## config.mk

```make
export PLATFORM = sky130hd
export DESIGN_NAME = key_debounce
export DESIGN_NICKNAME = d
export VERILOG_FILES = /design/src/rtl/key_debounce.sv
export SDC_FILE = /design/constraint.sdc
export NUM_CORES = 1
export LEC_CHECK = 0
export CAP_MARGIN = 20
export CORE_AREA = 2 2 97 71
export DETAILED_ROUTE_END_ITERATION = 12
export DIE_AREA = 0 0 99 73
export PLACE_DENSITY = 0.47
export SLEW_MARGIN = 0
export SYNTH_ARGS = -nofsm -noshare
export SYNTH_HDL_FRONTEND = slang
export SYNTH_SLANG_ARGS = --single-unit
```

## constraint.sdc

```tcl
create_clock -name clk -period 4.1 [get_ports clk]
set_input_delay 0.82 -clock clk [delete_from_list [all_inputs] [get_ports clk]]
set_output_delay 0.82 -clock clk [all_outputs]
set_load 0.05 [all_outputs]
```

## src/rtl/key_debounce.sv

```systemverilog
// Keypad debouncer: qualifies a key after DEBOUNCE_HITS consistent scanner sightings,
// emits a one-cycle key_valid pulse, and tracks hold/release of the accepted key.
module key_debounce #(
  parameter int DEBOUNCE_HITS  = 16,
  parameter int SCAN_PERIOD    = 4,
  parameter int RELEASE_CYCLES = 64
) (
  input  logic       clk,
  input  logic       reset,
  input  logic       press,
  input  logic [3:0] key_code,
  output logic       key_valid,
  output logic [3:0] key_value,
  output logic       key_held
);

  localparam int HIT_W = $clog2(DEBOUNCE_HITS + 1);
  localparam int GAP_W = $clog2(SCAN_PERIOD + 1);
  localparam int IDL_W = $clog2(RELEASE_CYCLES + 1);

  localparam logic [HIT_W-1:0] HIT_MAX = HIT_W'(DEBOUNCE_HITS);
  localparam logic [GAP_W-1:0] GAP_MAX = GAP_W'(SCAN_PERIOD);
  localparam logic [IDL_W-1:0] IDL_MAX = IDL_W'(RELEASE_CYCLES);
  localparam logic [3:0]       NO_KEY  = 4'hD;

  typedef enum logic [1:0] {
    IDLE   = 2'd0,
    ARMING = 2'd1,
    HELD   = 2'd2
  } state_t;

  state_t           state, state_nxt;
  logic [3:0]       cand, cand_nxt;
  logic [HIT_W-1:0] hit_cnt, hit_cnt_nxt;
  logic [GAP_W-1:0] gap_cnt, gap_cnt_nxt;
  logic [IDL_W-1:0] idle_cnt, idle_cnt_nxt;
  logic             key_valid_nxt;
  logic [3:0]       key_value_nxt;
  logic             key_held_nxt;
  logic             hit;

  // Saturating increments: counters stop at their terminal value instead of wrapping.
  function automatic logic [HIT_W-1:0] inc_hit(input logic [HIT_W-1:0] v);
    return (v == HIT_MAX) ? v : v + HIT_W'(1);
  endfunction

  function automatic logic [GAP_W-1:0] inc_gap(input logic [GAP_W-1:0] v);
    return (v == GAP_MAX) ? v : v + GAP_W'(1);
  endfunction

  function automatic logic [IDL_W-1:0] inc_idle(input logic [IDL_W-1:0] v);
    return (v == IDL_MAX) ? v : v + IDL_W'(1);
  endfunction

  // Codes 12..15 never count as a sighting, even with press high.
  assign hit = press && (key_code <= 4'd11);

  always_comb begin
    state_nxt     = state;
    cand_nxt      = cand;
    hit_cnt_nxt   = hit_cnt;
    gap_cnt_nxt   = gap_cnt;
    idle_cnt_nxt  = idle_cnt;
    key_valid_nxt = 1'b0;
    key_value_nxt = key_value;
    key_held_nxt  = key_held;

    case (state)
      IDLE: begin
        hit_cnt_nxt  = '0;
        gap_cnt_nxt  = '0;
        idle_cnt_nxt = '0;
        key_held_nxt = 1'b0;
        if (hit) begin
          cand_nxt    = key_code;
          hit_cnt_nxt = HIT_W'(1);
          state_nxt   = ARMING;
        end
      end

      ARMING: begin
        if (hit && (key_code == cand)) begin
          gap_cnt_nxt = '0;
          hit_cnt_nxt = inc_hit(hit_cnt);
          if (inc_hit(hit_cnt) == HIT_MAX) begin
            state_nxt     = HELD;
            key_value_nxt = cand;
            key_valid_nxt = 1'b1;
            key_held_nxt  = 1'b1;
            idle_cnt_nxt  = '0;
          end
        end else if (hit) begin
          cand_nxt    = key_code;
          hit_cnt_nxt = HIT_W'(1);
          gap_cnt_nxt = '0;
        end else begin
          gap_cnt_nxt = inc_gap(gap_cnt);
          // A full scan frame without a sighting means the key was let go.
          if (inc_gap(gap_cnt) == GAP_MAX) begin
            state_nxt   = IDLE;
            hit_cnt_nxt = '0;
            gap_cnt_nxt = '0;
          end
        end
      end

      HELD: begin
        // Any sighting, even of another key, keeps the accepted key alive.
        if (hit) begin
          idle_cnt_nxt = '0;
        end else begin
          idle_cnt_nxt = inc_idle(idle_cnt);
          if (inc_idle(idle_cnt) == IDL_MAX) begin
            state_nxt    = IDLE;
            key_held_nxt = 1'b0;
            hit_cnt_nxt  = '0;
            gap_cnt_nxt  = '0;
            idle_cnt_nxt = '0;
          end
        end
      end

      default: begin
        state_nxt = IDLE;
      end
    endcase
  end

  always_ff @(posedge clk or posedge reset) begin
    if (reset) begin
      state     <= IDLE;
      cand      <= NO_KEY;
      hit_cnt   <= '0;
      gap_cnt   <= '0;
      idle_cnt  <= '0;
      key_valid <= 1'b0;
      key_value <= NO_KEY;
      key_held  <= 1'b0;
    end else begin
      state     <= state_nxt;
      cand      <= cand_nxt;
      hit_cnt   <= hit_cnt_nxt;
      gap_cnt   <= gap_cnt_nxt;
      idle_cnt  <= idle_cnt_nxt;
      key_valid <= key_valid_nxt;
      key_value <= key_value_nxt;
      key_held  <= key_held_nxt;
    end
  end

endmodule

```

Word-level counts from Yosys, hierarchy flattened
Cells that the tools add are included.
Cells by class
  add/sub/neg operators: 3
  magnitude comparators: 1
  eq/ne operators: 19
  multiplexer cells: 40
  reductions and logical operators: 12
Operators with widths (number)
  $mux 7: 5
  $mux 5: 6
  $pmux 7 s3: 1
  $mux 3: 6
  $pmux 5 s3: 1
  $eq 7x7->1 const B: 2
  $mux 2: 7
  $ne 2x2->1 const B: 6
  $eq 5x5->1 const B: 2
  $ne 3x3->1 const B: 3
  $pmux 3 s3: 1
  $reduce_and 3->1: 3
  $mux 1: 8
  $mux 4: 2
  $pmux 4 s2: 1
  $add 7x1->7 const B: 1
  $eq 3x3->1 const B: 2
  $pmux 2 s3: 1
  $reduce_and 6->1: 1
  $add 5x1->5 const B: 1
  $reduce_and 5->1: 1
  $eq 4x4->1: 1
  $le 4x4->1 const B: 1
  $ne 4x4->1 const B: 1
  10 further kinds: 11
Word-level totals
  flip-flop bits (word level): 27
  output and inout bits: 6
  word-level logic and storage cells: 83

Depth between registers and ports, before layout
  depth in word-level cells: 7
  mapped depth: 10
  depth with buffers taken out: 8

Least setup slack after synthesis
Ideal clock, no wire load.
  path type: register -> register
  start point: register idle_cnt[0]
  end point: register hit_cnt[4]
  setup time: 0.104 ns
  data arrival time: 2.446 ns
  path slack: 1.551 ns
  stages on the path, launching flop included: 11
  period minus slack after synthesis: 2.549 ns
  cell sequence: dfrtp_1 ha_1 buf_2 xnor2_1 a31o_1 o2111ai_1 o41a_1 buf_6 or3_1 buf_2 o41ai_2
On the way
  cells in the longest elaborated chain, start to end: 5
Ends and longest elaborated chain
  start: declaration: RTL line 36  | logic [IDL_W-1:0] idle_cnt, idle_cnt_nxt;
  start signal: assignment: RTL line 144  | idle_cnt <= idle_cnt_nxt;
  $add 7x1->7 or $eq 7x7->1 (tied branches): RTL line 52  | return (v == IDL_MAX) ? v : v + IDL_W'(1);
  $mux 7 *: RTL line 52
  $eq 7x7->1 *: RTL line 113  | if (inc_idle(idle_cnt) == IDL_MAX) begin
  $ne 2x2->1 (no line) *
  $reduce_and 4->1 (no line) *
  end signal: assignment: RTL line 142  | hit_cnt <= hit_cnt_nxt;
  end: declaration: RTL line 34  | logic [HIT_W-1:0] hit_cnt, hit_cnt_nxt;
Mark *: on every way between the ends. The rest lies on a longest branch, timed or not.
A chain may end at the register's enable or synchronous reset.

Worst setup path after layout
  start point: input port key_code[3]
  end point: register key_value[1]
On the way
  cells in the longest elaborated chain, start to end: 4
Ends and longest elaborated chain
  start: declaration: RTL line 11  | input logic [3:0] key_code,
  $le 4x4->1: RTL line 56  | assign hit = press && (key_code <= 4'd11);
  $logic_and 1x1->1: RTL line 56
  $logic_and 1x1->1 *: RTL line 82  | if (hit && (key_code == cand)) begin
  $reduce_and 3->1 (no line) *
  end signal: assignment: RTL line 146  | key_value <= key_value_nxt;
  end: declaration: RTL line 13  | output logic [3:0] key_value,
Marks and branches as above.

==> run summary <==
status = complete, no violations
I/O Buffers = 12
Hold Fails Final Rpt = 0
WP data arrival = 3.25 ns
Global Route Usage Sum = 11.6%
Max clock buf depth = 2
first-pass iteration count of the detailed router = 4
IO Pins = 13
utilization after layout = 32.5%
Critical R2R Launch = idle_cnt[0]
H-tree levels = 1
P_leak = 0.000861 uW
synthesized net count = 210
crit start category = input port
Layout Area Growth over Synthesis = 12.7%
Starting Density = 28.9%
number of antenna diodes = 0
routability congestion estimate = 0.741
DP Wirelength = 2.91 mm
register area share after synthesis = 36.9%
worst hold-check path type = reg -> reg
flop-to-flop setup slack = 1.24 ns
WL/cell = 14.1 um
final setup fails = 0
Rel. slew slack = 56.0%
total wire length = 3.96 mm
Crit Path Max Fanout = 5
Synth Register Bits = 27
RSZ-0062 raised after global routing = no
GRT Residual Overflow = 0
ranking of synthesized cells by area = dfrtp_1 28%, dfstp_2 8.5%, ha_1 6.8%
Slew Limit Fails = 0
worst path required time = 4.26 ns
count leader, synth = dfrtp_1
fmax = 324 MHz
fill count = 654
vias post-DR = 1386
RR Endpoint = hit_cnt[4]
cell taking the most area after synthesis = dfrtp_1
minimum clock period = 3.09 ns
Slew @ Worst Pin = 0.654 ns
Synth Flop Type = dfrtp_1
CTS buffer count = 3
root buffer cell = clkbuf_8
total core area = 6410 sq um
row count = 25
synthesized instance count = 193
Crit. End Element = register
clk_skew = 0.00450 ns
cell area power density = 405 nW/um^2
# resized after CTS = 0
FF-to-FF path depth = 7
fin crit share = 75.3%
Detail Route Antenna Nets = 0
Initial DRC Count = 92
Post-synth top cells = 21 x dfrtp_1, 14 x inv_1, 11 x nor2_1
vias in the first global route = 1381
Synth async-reset ratio = 100%
DRC Markers = 0
drt via density = 4.93
global-route wire length before repair = 6.73 mm
mean post-synth cell area = 9.59 sq um
Setup crit start = key_code[3]
largest net degree at the start of global routing = 27
Synth cell types = 54
EDFF count, synth = 0
clk slew on worst S/H paths = 0.09 ns
Overall Power = 845 uW
Yosys top cell area share = 28.4%
CTS tree = done
die area = 7230 sq um
setup bufs post-CTS = 0
Die Y = 73 um
hold_sp = key_value[1]
critical path type = in -> reg
nets@finish = 218
die width = 99 um
Sink Count = 27
Post-CTS Hold Fix Bufs = 0
Max-Cap Viols = 0
clk_lat worst skew = 0.27 ns
peak supply drop = 0.165 mV
initial antenna violation count = 0
Cell Area, Synth = 1850 sq um
YS warnings = 0
share of layout cells above drive strength 1 = 13.5%
setup TNS = 0 ns
crit path to = key_value[1]
[flip-flops by register name, summed over array words and instances, names as in the netlist]
| name | count |
|---|---|
| gap_cnt | 3 |
| hit_cnt | 5 |
| key_value | 4 |
| cand | 4 |
| state | 2 |
| key_held | 1 |
| idle_cnt | 7 |
| key_valid | 1 |
[power by group]
part | switching, uW | internal, uW
registers | 53.3 | 319
clock network | 82.4 | 69.6
logic | 186 | 135
total | 322 | 524
[kinds of logic after synthesis]
| group | count (synthesis) | synth area share, % |
|---|---|---|
| and+or+nand+nor | 55 | 16.6 |
| AOI/OAI and AO/OA | 55 | 22.0 |
| buffers and inverters | 25 | 6.42 |
| xor gates and xnor gates | 10 | 4.73 |
| adders and majority gates | 10 | 6.76 |
| muxes | 11 | 6.56 |
| DFF | 27 | 36.9 |
[worst min path at each step]
stage / slack (ns) / to / cells past startpoint
after floorplan: 0.52 / state[1] / 1
after global placement: 0.53 / key_value[1] / 1
after detailed placement: 0.51 / key_value[1] / 1
after CTS: 0.54 / key_value[1] / 1
after global routing: 0.57 / key_value[1] / 1
final: 0.53 / key_value[1] / 1
[cell type report]
type / instances / area (sq um) / area share (%)
clock buffer: 4 / 45.0 / 2.16
multi-input combinational: 141 / 1050 / 50.3
tap: 81 / 101 / 4.86
inverter: 14 / 52.6 / 2.52
sequential: 27 / 683 / 32.8
timing repair buffer: 14 / 155 / 7.44
[stage by stage]
stage               cells  instance area [sq um]  hold slack [ns]  setup slack [ns]
global route          281                   2090            0.568             0.781
floorplan             193                   1850            0.516              1.55
finish                281                   2090            0.528              1.01
detailed placement    276                   2010            0.506             0.726
CTS                   280                   2060            0.538              1.01
global placement      276                   2010            0.526             0.808
[cell usage in the layout (no fill, tap or decap), types with 3 or more instances in the layout]
cell type,n
dfrtp_1,21
inv_1,14
clkdlybuf4s50_1,12
nor2_1,11
nand2_1,10
o21ai_0,10
ha_1,10
mux2_2,9
xor2_1,8
a21oi_1,8
nor3_1,8
nand3_1,6
dfstp_2,6
nand2b_1,5
o41ai_1,4
o21a_1,3
a22o_1,3
clkbuf_8,3
[layer usage]
metal	global-route usage [%]	wire length, um	part of all wire, %
met4	1.37	16	0.40
met5	0	0	0
met2	16.1	1510	38
met3	2.49	103	2.6
met1	18.5	2330	59
[worst max-delay path: stages]
cell	delay, ns
clkdlybuf4s50_1	0.47
xor2_1	0.17
nor4_1	0.58
nand2_1	0.21
nor3_1	0.59
mux2_2	0.41
(Power assumes the default switching activity.)
